`src/rtl/btn_event_router_pkg.sv`:
```
// Shared definitions for the button front-end.
//   BTN_*      : bit positions of the four push buttons in the btn vector
//   SW_*       : stopwatch FSM state encodings
//   btn_vec_t  : one bit per button
//   one_hot3   : true when exactly one of three bits is set (auto-repeat qualifier)
package btn_event_router_pkg;

    localparam int NUM_BTN = 4;
    localparam int BTN_U   = 0;
    localparam int BTN_L   = 1;
    localparam int BTN_R   = 2;
    localparam int BTN_D   = 3;

    localparam logic [1:0] SW_STOP  = 2'd0;
    localparam logic [1:0] SW_RUN   = 2'd1;
    localparam logic [1:0] SW_CLEAR = 2'd2;

    typedef logic [NUM_BTN-1:0] btn_vec_t;

    function automatic logic one_hot3(input logic [2:0] v);
        return (v == 3'b001) || (v == 3'b010) || (v == 3'b100);
    endfunction

endpackage

```
`src/rtl/btn_event_router_if.sv`:
```
// Pin-side bundle of the button front-end.
//   btn, sw_mode               : raw board inputs (asynchronous)
//   run, clear, sec, min, hour : control outputs to the stopwatch/watch cores
// master = board/core side, slave = btn_event_router.
interface btn_event_router_if;
    import btn_event_router_pkg::*;

    btn_vec_t btn;
    logic     sw_mode;
    logic     run;
    logic     clear;
    logic     sec;
    logic     min;
    logic     hour;

    modport master (output btn, output sw_mode,
                    input run, input clear, input sec, input min, input hour);
    modport slave  (input btn, input sw_mode,
                    output run, output clear, output sec, output min, output hour);
endinterface

```
`src/rtl/btn_event_router_debounce.sv`:
```
// One button: 2-flop synchroniser, sample-tick shift register, debounced level
// and edge pulses.
//   clk, reset : system clock, synchronous active-high reset
//   tick       : shared sample enable
//   raw        : asynchronous bouncy button
//   level      : debounced level
//   press      : 1-cycle pulse on a debounced rising edge
//   toggle     : 1-cycle pulse on any debounced edge
module btn_event_router_debounce #(
    parameter int DB_DEPTH = 8
) (
    input  logic clk,
    input  logic reset,
    input  logic tick,
    input  logic raw,
    output logic level,
    output logic press,
    output logic toggle
);

    logic [1:0]          sync;
    logic [DB_DEPTH-1:0] shreg;
    logic [DB_DEPTH-1:0] shreg_nxt;
    logic                level_q;

    // Level is decided from the post-shift value so it moves on the deciding tick itself.
    assign shreg_nxt = tick ? {shreg[DB_DEPTH-2:0], sync[1]} : shreg;

    always_ff @(posedge clk) begin
        if (reset) begin
            sync    <= '0;
            shreg   <= '0;
            level   <= 1'b0;
            level_q <= 1'b0;
        end else begin
            sync    <= {sync[0], raw};
            shreg   <= shreg_nxt;
            if (&shreg_nxt) begin
                level <= 1'b1;
            end else if (~|shreg_nxt) begin
                level <= 1'b0;
            end
            level_q <= level;
        end
    end

    assign press  = level & ~level_q;
    assign toggle = level ^ level_q;

endmodule

```
`src/rtl/btn_event_router.sv`:
```
// Button front-end for the stopwatch/watch top level: debounces four buttons and
// routes clean presses by display mode.
//   clk, reset : system clock, synchronous active-high reset
//   bus        : btn/sw_mode in; run/clear/sec/min/hour out (slave modport)
//
// Stopwatch FSM (advances only in stopwatch mode, except CLEAR which always exits)
//   state    | meaning
//   SW_STOP  | stopwatch halted, run=0
//   SW_RUN   | stopwatch counting, run=1
//   SW_CLEAR | one-cycle clear pulse, returns to SW_STOP
module btn_event_router
    import btn_event_router_pkg::*;
#(
    parameter int CLK_HZ        = 100_000_000,
    parameter int SAMPLE_HZ     = 1_000,
    parameter int DB_DEPTH      = 8,
    parameter int REPEAT_DELAY  = 500,
    parameter int REPEAT_PERIOD = 100
) (
    input  logic              clk,
    input  logic              reset,
    btn_event_router_if.slave bus
);

    localparam int TICK_DIV = CLK_HZ / SAMPLE_HZ;
    localparam int TICK_W   = (TICK_DIV > 1) ? $clog2(TICK_DIV) : 1;
    localparam int REP_W    = $clog2(REPEAT_DELAY + 1);

    localparam logic [TICK_W-1:0] TICK_RELOAD = TICK_W'(TICK_DIV - 1);
    localparam logic [REP_W-1:0]  REP_FIRE_AT = REP_W'(REPEAT_DELAY);
    localparam logic [REP_W-1:0]  REP_RELOAD  = REP_W'(REPEAT_DELAY - REPEAT_PERIOD);

    logic [TICK_W-1:0] tick_cnt;
    logic              tick;
    logic [1:0]        mode_sync;
    logic              mode;
    btn_vec_t          db;
    btn_vec_t          press;
    btn_vec_t          toggle;
    logic              unused_u;
    logic [1:0]        sw_state;
    logic [1:0]        sw_nxt;
    logic [REP_W-1:0]  rep_cnt;
    logic [REP_W-1:0]  rep_nxt;
    logic              rep_clr;
    logic              rep_fire;
    logic              sec_r;
    logic              min_r;
    logic              hour_r;

    // Sample tick: down-counter, tick on terminal count.
    assign tick = (tick_cnt == '0);

    always_ff @(posedge clk) begin
        if (reset) begin
            tick_cnt  <= '0;
            mode_sync <= '0;
        end else begin
            tick_cnt  <= tick ? TICK_RELOAD : tick_cnt - 1'b1;
            mode_sync <= {mode_sync[0], bus.sw_mode};
        end
    end

    assign mode = mode_sync[1];

    for (genvar i = 0; i < NUM_BTN; i++) begin : g_db
        btn_event_router_debounce #(.DB_DEPTH(DB_DEPTH)) u_db (
            .clk    (clk),
            .reset  (reset),
            .tick   (tick),
            .raw    (bus.btn[i]),
            .level  (db[i]),
            .press  (press[i]),
            .toggle (toggle[i])
        );
    end

    // U only matters through its press pulse.
    assign unused_u = db[BTN_U] ^ toggle[BTN_U];

    always_comb begin
        sw_nxt = sw_state;
        case (sw_state)
            SW_STOP: begin
                if (!mode && press[BTN_U]) begin
                    sw_nxt = SW_RUN;
                end else if (!mode && press[BTN_D]) begin
                    sw_nxt = SW_CLEAR;
                end
            end
            SW_RUN: begin
                if (!mode && press[BTN_U]) begin
                    sw_nxt = SW_STOP;
                end
            end
            default: sw_nxt = SW_STOP;
        endcase
    end

    // Repeat counter holds ticks since the held button's press; it is reloaded
    // back one period after each repeat so it never exceeds REPEAT_DELAY.
    assign rep_clr  = !mode || !one_hot3(db[BTN_D:BTN_L]) || (|toggle[BTN_D:BTN_L]);
    assign rep_nxt  = rep_cnt + 1'b1;
    assign rep_fire = tick && !rep_clr && (rep_nxt == REP_FIRE_AT);

    always_ff @(posedge clk) begin
        if (reset) begin
            sw_state <= SW_STOP;
            rep_cnt  <= '0;
            sec_r    <= 1'b0;
            min_r    <= 1'b0;
            hour_r   <= 1'b0;
        end else begin
            sw_state <= sw_nxt;
            if (rep_clr) begin
                rep_cnt <= '0;
            end else if (tick) begin
                rep_cnt <= rep_fire ? REP_RELOAD : rep_nxt;
            end
            sec_r  <= mode && (press[BTN_D] || (rep_fire && db[BTN_D]));
            min_r  <= mode && (press[BTN_R] || (rep_fire && db[BTN_R]));
            hour_r <= mode && (press[BTN_L] || (rep_fire && db[BTN_L]));
        end
    end

    assign bus.run   = (sw_state == SW_RUN);
    assign bus.clear = (sw_state == SW_CLEAR);
    assign bus.sec   = sec_r;
    assign bus.min   = min_r;
    assign bus.hour  = hour_r;

endmodule

```
`src/flat_wrapper.sv`:
```
// flat-port wrapper written by rule: the top's interface ports become plain ports
module btn_event_router_flat import btn_event_router_pkg::*;
#(
    parameter int CLK_HZ        = 100_000_000,
    parameter int SAMPLE_HZ     = 1_000,
    parameter int DB_DEPTH      = 8,
    parameter int REPEAT_DELAY  = 500,
    parameter int REPEAT_PERIOD = 100
)
  (clk, reset, bus_btn, bus_sw_mode, bus_run, bus_clear, bus_sec, bus_min, bus_hour);
  btn_event_router_if bus_i ();
  input  logic clk;
  input  logic reset;
  input wire logic [$bits(bus_i.btn)-1:0] bus_btn;
  input wire logic [$bits(bus_i.sw_mode)-1:0] bus_sw_mode;
  output wire logic [$bits(bus_i.run)-1:0] bus_run;
  output wire logic [$bits(bus_i.clear)-1:0] bus_clear;
  output wire logic [$bits(bus_i.sec)-1:0] bus_sec;
  output wire logic [$bits(bus_i.min)-1:0] bus_min;
  output wire logic [$bits(bus_i.hour)-1:0] bus_hour;
  assign bus_i.btn = bus_btn;
  assign bus_i.sw_mode = bus_sw_mode;
  assign bus_run = bus_i.run;
  assign bus_clear = bus_i.clear;
  assign bus_sec = bus_i.sec;
  assign bus_min = bus_i.min;
  assign bus_hour = bus_i.hour;
  btn_event_router #(.CLK_HZ(CLK_HZ), .SAMPLE_HZ(SAMPLE_HZ), .DB_DEPTH(DB_DEPTH), .REPEAT_DELAY(REPEAT_DELAY), .REPEAT_PERIOD(REPEAT_PERIOD)) u_core (.clk(clk), .reset(reset), .bus(bus_i));
endmodule
```
`config.mk`:
```
export PLATFORM = sky130hd
export DESIGN_NAME = btn_event_router_flat
export DESIGN_NICKNAME = d
export VERILOG_FILES = /design/src/rtl/btn_event_router_pkg.sv /design/src/rtl/btn_event_router_if.sv /design/src/rtl/btn_event_router_debounce.sv /design/src/rtl/btn_event_router.sv /design/src/flat_wrapper.sv
export SDC_FILE = /design/constraint.sdc
export NUM_CORES = 1
export LEC_CHECK = 0
export BUFFER_PORTS_ARGS = -buffer_cell sky130_fd_sc_hd__buf_2
export CAP_MARGIN = 20
export CORE_MARGIN = 2
export CORE_UTILIZATION = 60
export CTS_BUF_LIST = sky130_fd_sc_hd__clkbuf_4 sky130_fd_sc_hd__clkbuf_8
export CTS_CLUSTER_SIZE = 8
export DETAILED_ROUTE_END_ITERATION = 7
export PLACE_DENSITY = 0.89
export RECOVER_POWER = 100
export SYNTH_ARGS = -nofsm -noshare
export SYNTH_HDL_FRONTEND = slang
export SYNTH_SLANG_ARGS = --single-unit
```
`constraint.sdc`:
```
create_clock -name clk -period 5.9 [get_ports clk]
set_input_delay 0.59 -clock clk [delete_from_list [all_inputs] [get_ports clk]]
set_output_delay 0.59 -clock clk [all_outputs]
set_load 0.005 [all_outputs]
```
# [Yosys cells after proc, flatten, opt, wreduce, memory -nomap -nowiden]
# Index checks and enable logic that the tools add are counted.
[totals] ff_bits=81 inputBits=7 elab_cells=101
[classes] add_sub_neg=2 eq_ne=12 mux=18 bitwise=11 n_reduce_logical=34
[op_table] op="$mux 8" n=4
[op_table] op="$reduce_and 8->1" n=4
[op_table] op="$reduce_or 8->1" n=4
[op_table] op="$logic_not 17->1" n=1
[op_table] op="$mux 17" n=1
[op_table] op="$sub 17x1->17 const B" n=1
[op_table] op="$logic_and 1x1->1" n=10
[op_table] op="$add 9x1->9 const B" n=1
[op_table] op="$eq 9x9->1 const B" n=1
[op_table] op="$mux 9" n=1
[op_table] op="$mux 1" n=8
[op_table] op="$ne 2x2->1 const B" n=4
[op_table] op="$logic_or 1x1->1" n=7
[op_table] op="$mux 2" n=3
[op_table] op="$and 1x1->1" n=4
[op_table] op="$not 1->1" n=4
[op_table] op="$pmux 2 s2" n=1
[op_table] op="$reduce_or 2->1" n=2
[op_table] op="$eq 3x1->1 const B" n=1
[op_table] op="$eq 3x2->1 const B" n=1
[op_table] op="$eq 3x3->1 const B" n=1
[op_table] op="$logic_not 1->1" n=3
[op_table] op="$ne 3x1->1 const B" n=1
[op_table] op="$reduce_or 3->1" n=1
[op_table] op="other kinds (6)" n=8

# [Logic depth before layout (Yosys ltp)]
[logic_depth] depth_word=12 ltp_mapped=8 depth_no_buf=7

# [Hierarchy]
# Synthesis repeated with hierarchy kept, for this count alone.
[hier_totals] cells_unflattened=373 area_unflattened_um2=3500.9
[modules_own_cells] mod="btn_event_router_debounce" instances=4 cells_per_inst=46 area_per_inst_um2=471.7
[modules_own_cells] mod="btn_event_router" instances=1 cells_per_inst=189 area_per_inst_um2=1614.0

# [Worst setup path after synthesis]
# No wires, ideal clock.
[synth_path] path_kind="reg-to-reg" start="reg u_core.tick_cnt[0]" end="reg u_core.g_db[3].u_db.level" arrival_ns=1.745 t_required_ns=5.767 setup_slack_ns=4.022 stages_incl_launch_ff=9 n_path_buf=1 synth_period_minus_slack_ns=1.878 path_cell_list="dfxtp_1 > inv_1 > ha_1 > nor3b_2 > and4b_1 > buf_4 > a21boi_1 > o31ai_1 > o41ai_2"
[synth_between] elab_chain_cells=4 word_cells_on_any_way=6 classes_between="1 x eq/ne; 2 x mux; 3 x reduce/logical"
[synth_rtl] element="start, declared" line="btn_event_router.sv:33" source="logic [TICK_W-1:0] tick_cnt;"
[synth_rtl] element="start signal, assigned" line="btn_event_router.sv:59" source="tick_cnt <= tick ? TICK_RELOAD : tick_cnt - 1'b1;"
[synth_rtl] element="$logic_not 17->1 *" line="btn_event_router.sv:52" source="assign tick = (tick_cnt == '0);"
[synth_rtl] element="$mux 8 *" line="btn_event_router_debounce.sv:27" source="assign shreg_nxt = tick ? {shreg[DB_DEPTH-2:0], sync[1]} : shreg;"
[synth_rtl] element="$reduce_and 8->1 / $reduce_or 8->1 (equally long branches)" line="btn_event_router_debounce.sv:38, btn_event_router_debounce.sv:40"
[synth_rtl] element="$ne 2x2->1 (no line) / $mux 1 (equally long branches)"
[synth_rtl] element="end signal, assigned" line="btn_event_router_debounce.sv:33" source="level <= 1'b0;"
[synth_rtl] element="end signal, assigned" line="btn_event_router_debounce.sv:39" source="level <= 1'b1;"
[synth_rtl] element="end signal, assigned" line="btn_event_router_debounce.sv:41" source="level <= 1'b0;"
[synth_rtl] element="end, declared" line="btn_event_router_debounce.sv:16" source="output logic level,"
# Every way passes the cells marked *; elsewhere a longest branch is shown, timed or not.
# A chain may end at the register's enable or synchronous reset.

==> run metrics <==
mapped cell area=3490 sq um; n_diodes=0; net count after synthesis=409; Cell Rows=27; via count=2694; share of cells above drive strength 1=8.955%; Synth area leaders=dfxtp_1, nand2_1, a21oi_1; Clock transition at path regs=0.08 ns; per-cell routed wire length=13.58 um; Worst Clk Skew=0.01246 ns; Pwr Density=388.0 nW/um^2; fill count=452; hpwl dp=4253 um; register share of total power=44.8%; Internal=942.2 uW; GP Congestion=0.8510; final core utilization=66.91%; register bit total from synthesis=81; Metal-1 WL=2967 um; Worst-Skew Late Latency=0.35 ns; Async SR Flop Fraction=0%; register area=1622 sq um; CP endpoint kind=flop; post-CTS setup buffers=0; post_cts resized=0; clock buffer depth=2; number of enable flip-flop cells after synthesis=0; largest net degree at the start of global routing=72; CP Data Required Time=6.15 ns; combinational power share=28.2%; VDD IR max=0.1984 mV; Hold WC Path Type=reg2reg; post-synthesis sequential area ratio=46.47%; Setup-failing EPs final=0; Synth-to-Final Area Change=6.884%; Psw=505.1 uW; CTS HTree Levels=3; setup ws final=2.466 ns; gr ovfl total=0; highest metal used=met4; DRC viols=0; setup TNS=0 ns; final hold vios=0; Slew headroom=-95.97%; Max-Cap Viols=1; crit-path max FO=71; first-pass detailed-route iteration total=4; switching portion of total power=34.90%; TritonCTS Buffers=9; multi-input logic area=1747 sq um; DIE HEIGHT=80.26 um; Top FF cell, synth=dfxtp_1; port buffer count=11; WL final=6439 um; gr usage total=21.54%; Post-layout nets=411; first-pass GRT wire length=10830 um; initial DRC count=153; Final ANT Viol Nets=0; DR WL met2=3051 um; vias per inst=5.684; top cell type's share of synthesized area=46.47%; Max Transition Viols Final=72; Fmax=291.2 MHz; number of synthesis warnings=0; die area=6442 sq um; Root Buffer Master=clkbuf_8; Synth Area per Inst=8.812 sq um; Synth cell types=54; initial antenna violation count=0; reg2reg setup slack=3.28 ns; Worst Max-Slew Pin Slew=2.940 ns; Post-Syn Instances=396; core area=5574 sq um; period utilisation layout=58.21%; vias in the first global route=2489; failing checks=capacitance limit, slew limit; most numerous cell in the Yosys netlist=dfxtp_1; pre-CTS WS=3.271 ns; Initial Utilization=62.60%; WL met3=326 um; kind of critical path=in2reg; die width=80.26 um; clk sinks=81; Pleak=1.358 nW; synth cell count leaders=dfxtp_1, nand2_1, a21oi_1; Yosys top cell by area=dfxtp_1; status=finished with violations; Ports=12; post-layout minimum cycle time=3.434 ns; hold buffer count at cts=0; clock network fraction of design power=27.0%; CTS tree=yes; critical path arrival=3.68 ns; unrepaired setup endpoints after global routing=no; overall power=1.447 mW; CP startpoint kind=primary input
-- sequential cells by signal, indices dropped and copies added (netlist names) --
signal	flops
u_core.mode_sync	2
u_core.g_db.u_db.level	4
u_core.g_db.u_db.sync	8
u_core.sw_state	2
u_core.tick_cnt	17
u_core.bus.min	1
u_core.rep_cnt	9
u_core.g_db.u_db.shreg	32
u_core.bus.hour	1
u_core.bus.sec	1
u_core.g_db.u_db.level_q	4
-- stage by stage --
stage,cells,hold WS (ns),area (sq um)
3_5_place_dp,459,0.4304,3547
5_1_grt,474,0.4342,3730
4_1_cts,474,0.4384,3736
2_1_floorplan,396,0.4138,3490
3_3_place_gp,459,0.4188,3547
6_report,474,0.4450,3730
-- final cells by class --
cell class | count | share of cell area, %
inverter | 7 | 0.7045
timing repair buffer | 12 | 1.510
clock inverter | 5 | 1.543
clock buffer | 10 | 3.522
sequential | 81 | 43.48
multi-input combinational | 287 | 46.83
tap | 72 | 2.415
-- power by group through the flow --
stage / combinational [mW] / clock, mW / sequential [mW]
after CTS: 0.410 / 0.397 / 0.647
final: 0.409 / 0.391 / 0.648
after global placement: 0.393 / 0 / 0.656
after global routing: 0.452 / 0.419 / 0.655
after detailed placement: 0.406 / 0 / 0.659
after floorplan: 0.358 / 0 / 0.649
-- worst paths after layout --
check	from	endpoint	cells after the start
min reg2reg	u_core.g_db[0].u_db.sync[0]$_SDFF_PP0_	u_core.g_db[0].u_db.sync[1]$_SDFF_PP0_	1
max	reset	u_core.bus.sec$_SDFF_PP0_	5
max reg2reg	u_core.tick_cnt[0]$_SDFF_PP0_	u_core.g_db[3].u_db.level$_SDFFE_PP0P_	7
min	u_core.g_db[0].u_db.sync[0]$_SDFF_PP0_	u_core.g_db[0].u_db.sync[1]$_SDFF_PP0_	1
-- per-layer routing --
layer  vias to the layer above  GRT usage, %
met5                         -             0
met3                        10         7.640
met1                      1249         25.09
met4                         0         6.780
li1                       1381             -
met2                        54         36.92
-- kinds of logic (layout without fill, tap and decap cells) --
family	Yosys count	in the layout	synth area share, %
mux	4	4	1.147
buf+inv	28	34	3.478
simple gates	187	187	28.58
flops	81	81	46.47
fa+ha+maj	6	6	2.151
compound gates	67	67	12.41
xor+xnor	23	23	5.773
-- placed cells by master, fill, tap and decap left out, types with 3 or more instances in the layout --
master	n
nand4_1	3
clkbuf_1	3
nor2_1	20
buf_2	9
nand3_1	7
xnor2_1	14
and4_1	3
a22o_1	3
o31ai_1	3
nor3_1	19
a31oi_1	5
inv_1	7
a21oi_1	37
o211ai_1	3
nor2b_1	19
clkbuf_8	9
nor4_1	8
and2_1	4
dfxtp_1	81
and3_1	8
mux2i_1	4
and2_0	3
xor2_1	9
ha_1	6
nand2_1	72
-- critical path: stages --
cell and delay, ns:
buf_2 0.08, clkbuf_1 2.05, nor2b_1 0.40, and2_0 0.34, a22o_1 0.21
No activity file was read; power rests on OpenSTA's default activity.
